**config.mk**
```make
export PLATFORM = sky130hd
export DESIGN_NAME = register_file
export DESIGN_NICKNAME = d
export VERILOG_FILES = /design/src/rtl/register_file_pkg.sv /design/src/rtl/register_file_read_port.sv /design/src/rtl/register_file.sv
export SDC_FILE = /design/constraint.sdc
export NUM_CORES = 1
export LEC_CHECK = 0
export CORE_UTILIZATION = 30
export CTS_BUF_LIST = sky130_fd_sc_hd__clkbuf_4 sky130_fd_sc_hd__clkbuf_8 sky130_fd_sc_hd__clkbuf_16
export DETAILED_ROUTE_END_ITERATION = 7
export GPL_TIMING_DRIVEN = 0
export HOLD_SLACK_MARGIN = 0.05
export RECOVER_POWER = 50
export SETUP_SLACK_MARGIN = 0.15
export SLEW_MARGIN = 10
export SYNTH_ARGS = -nofsm -noshare
export SYNTH_HDL_FRONTEND = slang
export SYNTH_SLANG_ARGS = --single-unit
```
**constraint.sdc**
```tcl
create_clock -name clock -period 2.4 [get_ports clock]
set_input_delay 0.36 -clock clock [delete_from_list [all_inputs] [get_ports clock]]
set_output_delay 0.36 -clock clock [all_outputs]
set_load 0.02 [all_outputs]
```
**src/rtl/register_file_pkg.sv**
```systemverilog
// register_file_pkg
//   Shared defaults and types for the register file slice.
//   DEFAULT_DATA_WIDTH / DEFAULT_ADDR_WIDTH : default entry and address widths
//   DEPTH                                   : entry count at the default address width
//   data_t / addr_t                         : default-width data and address types
//   clear_state_e                           : bulk-clear sequencer states
package register_file_pkg;

  localparam int DEFAULT_DATA_WIDTH = 8;
  localparam int DEFAULT_ADDR_WIDTH = 3;
  localparam int DEPTH              = 2 ** DEFAULT_ADDR_WIDTH;

  typedef logic [DEFAULT_DATA_WIDTH-1:0] data_t;
  typedef logic [DEFAULT_ADDR_WIDTH-1:0] addr_t;

  typedef enum logic {
    IDLE  = 1'b0,
    CLEAR = 1'b1
  } clear_state_e;

endpackage

```
**src/rtl/register_file_read_port.sv**
```systemverilog
// register_file_read_port
//   One registered read port with write-first bypass.
//   clock     : clock, rising edge
//   rf_reset  : asynchronous active-high reset, loads RESET_VALUE
//   word      : storage word currently addressed by rd_addr
//   rd_addr   : read address
//   wr_en     : effective write enable for this edge (external or clear engine)
//   wr_addr   : effective write address
//   wr_data   : effective write data
//   rd_data   : registered read data
module register_file_read_port
  import register_file_pkg::*;
#(
  parameter int                    DATA_WIDTH  = DEFAULT_DATA_WIDTH,
  parameter int                    ADDR_WIDTH  = DEFAULT_ADDR_WIDTH,
  parameter logic [DATA_WIDTH-1:0] RESET_VALUE = '0
) (
  input  logic                  clock,
  input  logic                  rf_reset,
  input  logic [DATA_WIDTH-1:0] word,
  input  logic [ADDR_WIDTH-1:0] rd_addr,
  input  logic                  wr_en,
  input  logic [ADDR_WIDTH-1:0] wr_addr,
  input  logic [DATA_WIDTH-1:0] wr_data,
  output logic [DATA_WIDTH-1:0] rd_data
);

  logic [DATA_WIDTH-1:0] next_data;

  // A write landing on the same edge wins over the stored word.
  always_comb begin
    next_data = word;
    if (wr_en && (wr_addr == rd_addr)) begin
      next_data = wr_data;
    end
  end

  always_ff @(posedge clock or posedge rf_reset) begin
    if (rf_reset) begin
      rd_data <= RESET_VALUE;
    end else begin
      rd_data <= next_data;
    end
  end

endmodule

```
**src/rtl/register_file.sv**
```systemverilog
// register_file
//   DEPTH-entry register file, one write port, two registered read ports with
//   write-first bypass, and a sequenced bulk-clear engine.
//   Optional build macro RF_ZERO_REG_EN: entry 0 hardwired to RESET_VALUE.
//   clock        : clock, rising edge
//   rf_reset     : asynchronous active-high reset
//   rf_wr        : write enable (ignored while clearing)
//   rf_wr_addr   : write address
//   rf_in        : write data
//   rf_rd_addr_a : read address, port A
//   rf_rd_addr_b : read address, port B
//   rf_clear     : bulk-clear request, sampled in IDLE
//   rf_out_a     : registered read data, port A
//   rf_out_b     : registered read data, port B
//   rf_busy      : high while the clear sequence runs
//
//   state | meaning
//   IDLE  | normal operation, external writes accepted, rf_clear sampled
//   CLEAR | one entry per edge reset to RESET_VALUE, external writes dropped
module register_file
  import register_file_pkg::*;
#(
  parameter int                    DATA_WIDTH  = DEFAULT_DATA_WIDTH,
  parameter int                    ADDR_WIDTH  = DEFAULT_ADDR_WIDTH,
  parameter logic [DATA_WIDTH-1:0] RESET_VALUE = '0
) (
  input  logic                  clock,
  input  logic                  rf_reset,
  input  logic                  rf_wr,
  input  logic [ADDR_WIDTH-1:0] rf_wr_addr,
  input  logic [DATA_WIDTH-1:0] rf_in,
  input  logic [ADDR_WIDTH-1:0] rf_rd_addr_a,
  input  logic [ADDR_WIDTH-1:0] rf_rd_addr_b,
  input  logic                  rf_clear,
  output logic [DATA_WIDTH-1:0] rf_out_a,
  output logic [DATA_WIDTH-1:0] rf_out_b,
  output logic                  rf_busy
);

  localparam int ENTRIES = 1 << ADDR_WIDTH;

  clear_state_e          state, state_next;
  logic [ADDR_WIDTH-1:0] ptr, ptr_next;

  logic                  wr_en;
  logic [ADDR_WIDTH-1:0] wr_addr;
  logic [DATA_WIDTH-1:0] wr_data;
  logic                  ext_wr_ok;

  logic [DATA_WIDTH-1:0] mem [ENTRIES];

  always_ff @(posedge clock or posedge rf_reset) begin
    if (rf_reset) begin
      state <= IDLE;
      ptr   <= '0;
    end else begin
      state <= state_next;
      ptr   <= ptr_next;
    end
  end

  // The pointer wraps to zero on the same edge that leaves CLEAR, so no
  // extra cycle sits between the last entry and IDLE.
  always_comb begin
    state_next = state;
    ptr_next   = ptr;
    case (state)
      IDLE: begin
        if (rf_clear) begin
          state_next = CLEAR;
          ptr_next   = '0;
        end
      end
      CLEAR: begin
        ptr_next = ptr + ADDR_WIDTH'(1);
        if (ptr == {ADDR_WIDTH{1'b1}}) begin
          state_next = IDLE;
        end
      end
      default: begin
        state_next = IDLE;
        ptr_next   = '0;
      end
    endcase
  end

`ifdef RF_ZERO_REG_EN
  assign ext_wr_ok = rf_wr && (rf_wr_addr != '0);
`else
  assign ext_wr_ok = rf_wr;
`endif

  // One write path shared by the external port and the clear engine; the
  // read ports bypass from it, so clear writes are bypassed too.
  always_comb begin
    rf_busy = 1'b0;
    wr_en   = 1'b0;
    wr_addr = rf_wr_addr;
    wr_data = rf_in;
    case (state)
      IDLE: begin
        wr_en = ext_wr_ok;
      end
      CLEAR: begin
        rf_busy = 1'b1;
        wr_en   = 1'b1;
        wr_addr = ptr;
        wr_data = RESET_VALUE;
      end
      default: begin
        wr_en = 1'b0;
      end
    endcase
  end

  always_ff @(posedge clock or posedge rf_reset) begin
    if (rf_reset) begin
      for (int i = 0; i < ENTRIES; i++) begin
        mem[i] <= RESET_VALUE;
      end
    end else if (wr_en) begin
      mem[wr_addr] <= wr_data;
    end
  end

  register_file_read_port #(
    .DATA_WIDTH  (DATA_WIDTH),
    .ADDR_WIDTH  (ADDR_WIDTH),
    .RESET_VALUE (RESET_VALUE)
  ) u_port_a (
    .clock    (clock),
    .rf_reset (rf_reset),
    .word     (mem[rf_rd_addr_a]),
    .rd_addr  (rf_rd_addr_a),
    .wr_en    (wr_en),
    .wr_addr  (wr_addr),
    .wr_data  (wr_data),
    .rd_data  (rf_out_a)
  );

  register_file_read_port #(
    .DATA_WIDTH  (DATA_WIDTH),
    .ADDR_WIDTH  (ADDR_WIDTH),
    .RESET_VALUE (RESET_VALUE)
  ) u_port_b (
    .clock    (clock),
    .rf_reset (rf_reset),
    .word     (mem[rf_rd_addr_b]),
    .rd_addr  (rf_rd_addr_b),
    .wr_en    (wr_en),
    .wr_addr  (wr_addr),
    .wr_data  (wr_data),
    .rd_data  (rf_out_b)
  );

endmodule

```
==> flow_metrics.env <==
export IMPL_status="finished, final reports clean"
export IMPL_whs_path_depth=1
export IMPL_maxCapViolations=0
export IMPL_clk_path_buf_depth=2
export IMPL_critPathMaxStageDelay_ns=0.80
export IMPL_ff2ff_path_depth=6
export IMPL_p_leak_uw=0.00240
export IMPL_rows=43
export IMPL_min_from="mem[47]"
export IMPL_postSynth_asyncResetShare_pct=100
export IMPL_critPathSlowestCell="a22oi_1"
export IMPL_power_density_nw_per_um2=1210
export IMPL_wl_mm=10.6
export IMPL_core_area_um2=14100
export IMPL_track_usage_pct=15.4
export IMPL_seq_area_frac_synth_pct=47.6
export IMPL_synth_area_um2=4420
export IMPL_hold_viol_final=0
export IMPL_startpoint_type="register"
export IMPL_synthesis_nets=307
export IMPL_drtIter0Drc=114
export IMPL_worstSkewPairLatency_ns=0.34
export IMPL_required_ns=2.62
export IMPL_antenna_found_initial=0
export IMPL_post_dp_hpwl_mm=6.61
export IMPL_r2r_start="state"
export IMPL_yosys_top_cells_count="mux2_2, dfrtp_1, mux4_2"
export IMPL_post_route_min_period_ns=2.21
export IMPL_crit_type="register to register"
export IMPL_die_w_um=123
export IMPL_ys_flop_type="dfrtp_1"
export IMPL_crit_chain="buf_6 > clkbuf_1 > a22oi_1 > nor3b_4 > buf_4 > mux2_2"
export IMPL_viasPerCell=4.98
export IMPL_grt_max_degree=36
export IMPL_synth_area_top_cells="dfrtp_1, mux2_2, mux4_2"
export IMPL_postLayoutCoreUtil_pct=38.2
export IMPL_setup_violations=0
export IMPL_syn_avg_cell_area_um2=15.5
export IMPL_syn_to_final_growth_pct=21.8
export IMPL_layout_worst_path_cycle_share_pct=92.1
export IMPL_io_buffers=31
export IMPL_nets=362
export IMPL_antenna_cells=0
export IMPL_dp_cells=497
export IMPL_vias=2606
export IMPL_critPathCaptureType="register"
export IMPL_synth_top_area_share_pct=47.6
export IMPL_wl_per_cell_um=20.3
export IMPL_hold_path_class="register to register"
export IMPL_yosys_register_bits=84
export IMPL_die_area_um2=15200
export IMPL_critPathMaxFanout=10
export IMPL_postRouteAntennaNets=0
export IMPL_drv_slew=0
export IMPL_syn_inst=284
export IMPL_rsz0062_at_grt="true"
export IMPL_initial_core_util_pct=31.3
export IMPL_finalWeightedCongestion=0.697
export IMPL_die_h_um=123
export IMPL_first_global_vias=2755
export IMPL_clock_skew_ns=0.00540
export IMPL_ir_worst_vdd_v=0.000516
export IMPL_critPathArrivalTime_ns=2.43
export IMPL_worstSetupStartpoint="state"
export IMPL_synth_cell_types=28
export IMPL_route_detailed_drc=0
export IMPL_fin_area_um2=5380
export IMPL_fillers=1340
export IMPL_place_area_um2=4990
export IMPL_synth_edf_count=0
export IMPL_grt_pass1_wl_mm=16.4
export IMPL_cts_root_buf="clkbuf_16"
export IMPL_grt_overflow=0
export IMPL_max_freq_mhz=452
export IMPL_slew_headroom_pct=36.8
export IMPL_final_cell_count_no_fill=523
export IMPL_ys_warn_count=0
export IMPL_dr_pass1_iters=4
export IMPL_layout_drive_gt1_share_pct=51.6
export IMPL_yosys_cell_count_top_type="mux2_2"
export IMPL_yosysTopAreaCell="dfrtp_1"
export IMPL_ios=38
export IMPL_worst_pin_slew_ns=0.948
export IMPL_cts_sinks=84
export IMPL_cts_buffers=9
export IMPL_cts_max_level=3
export IMPL_cts_tree="done"
export IMPL_clk_pin_slew_ns=0.06
## flip-flops by register name, summed over array words and instances (netlist names)
name              cells
mem                  64
ptr                   3
state                 1
u_port_a.rd_data      8
u_port_b.rd_data      8
## metal layers
layer	GRT usage [%]	wire length, µm	up-vias
met3	2.72	363	15
met2	23.3	4860	44
met5	0	0	-
li1	-	-	1176
met4	7.23	239	0
met1	21.2	5130	1371
## layout make-up
cell class                      count  area, µm²  share of cell area [%]
Sequential cell                    84       2100                    39.1
Timing Repair Buffer               44        440                    8.19
Inverter                            1       5.00                  0.0931
Clock inverter                      2       12.5                   0.233
Multi-Input combinational cell    178       2230                    41.5
Clock buffer                       13        255                    4.75
Tap cell                          180        225                    4.19
Buffer                             21        105                    1.95
## stage by stage
stage / hold slack, ns / setup TNS [ns] / worst slack, ns / power, µW
after floorplan: 0.467 / 0 / 0.434 / 4180
after global placement: 0.499 / -6.90 / -0.331 / 4940
after detailed placement: 0.508 / -7.79 / -0.365 / 5030
after CTS: 0.422 / 0 / 0.166 / 6440
after global routing: 0.546 / 0 / 0.0501 / 6910
final: 0.520 / 0 / 0.190 / 6520
## power breakdown
part / leakage, µW / switching (µW) / internal (µW)
Sequential: 0.00114 / 324 / 1950
Combinational: 0.00113 / 1350 / 1610
Clock: 0.000133 / 544 / 740
## final timing paths
check / end / slack [ns]
min in group asynchronous: mem[8] / 0.61
max: mem[37] / 0.19
max reg2reg: mem[37] / 0.19
min: mem[47] / 0.52
max in group asynchronous: mem[47] / 0.44
min reg2reg: mem[47] / 0.52
## logic make-up (layout without fill, tap and decap cells)
group           after synthesis  count (layout)  share of synthesized area (%)
mux                         131             131                           41.9
buf+inv                      22              81                           2.49
flops                        84              84                           47.6
simple gates                 29              29                           4.73
xor+xnor                      8               8                           1.59
compound gates                8               8                           1.08
fa+ha+maj                     2               2                          0.567
## cells in the final DEF, fill, tap and decap left out, types with 3 or more instances in the layout
master	synthesis	final
a22oi_1	3	3
buf_1	8	8
clkdlybuf4s50_1	0	26
buf_2	7	6
dlygate4sd3_1	0	5
mux4_2	32	32
clkbuf_1	2	3
nor3_4	2	3
clkbuf_16	0	9
nand2_1	4	4
clkbuf_4	0	4
xnor2_1	8	8
buf_12	0	3
o21ai_0	3	3
and2b_1	4	4
dfrtp_1	84	84
buf_4	3	11
nor2b_1	5	5
nand2b_1	5	5
mux2_2	96	96
## repair_timing
item                                    CTS  global route
buffers inserted                          3             8
endpoints found under the setup margin   47            55
hold buffers                              0             0
pin swaps                                 2             3
resized for setup                         3             2
## worst max-delay path: cells and delay by family (launching register included)
| family | cells | cell delay [ns] |
|---|---|---|
| AO/OA/AOI/OAI | 1 | 0.80 |
| buffers and inverters | 3 | 0.53 |
| flip-flops | 1 | 0.38 |
| multiplexers | 1 | 0.27 |
| AND/OR/NAND/NOR | 1 | 0.10 |
No activity file was read; power rests on OpenSTA's default activity.
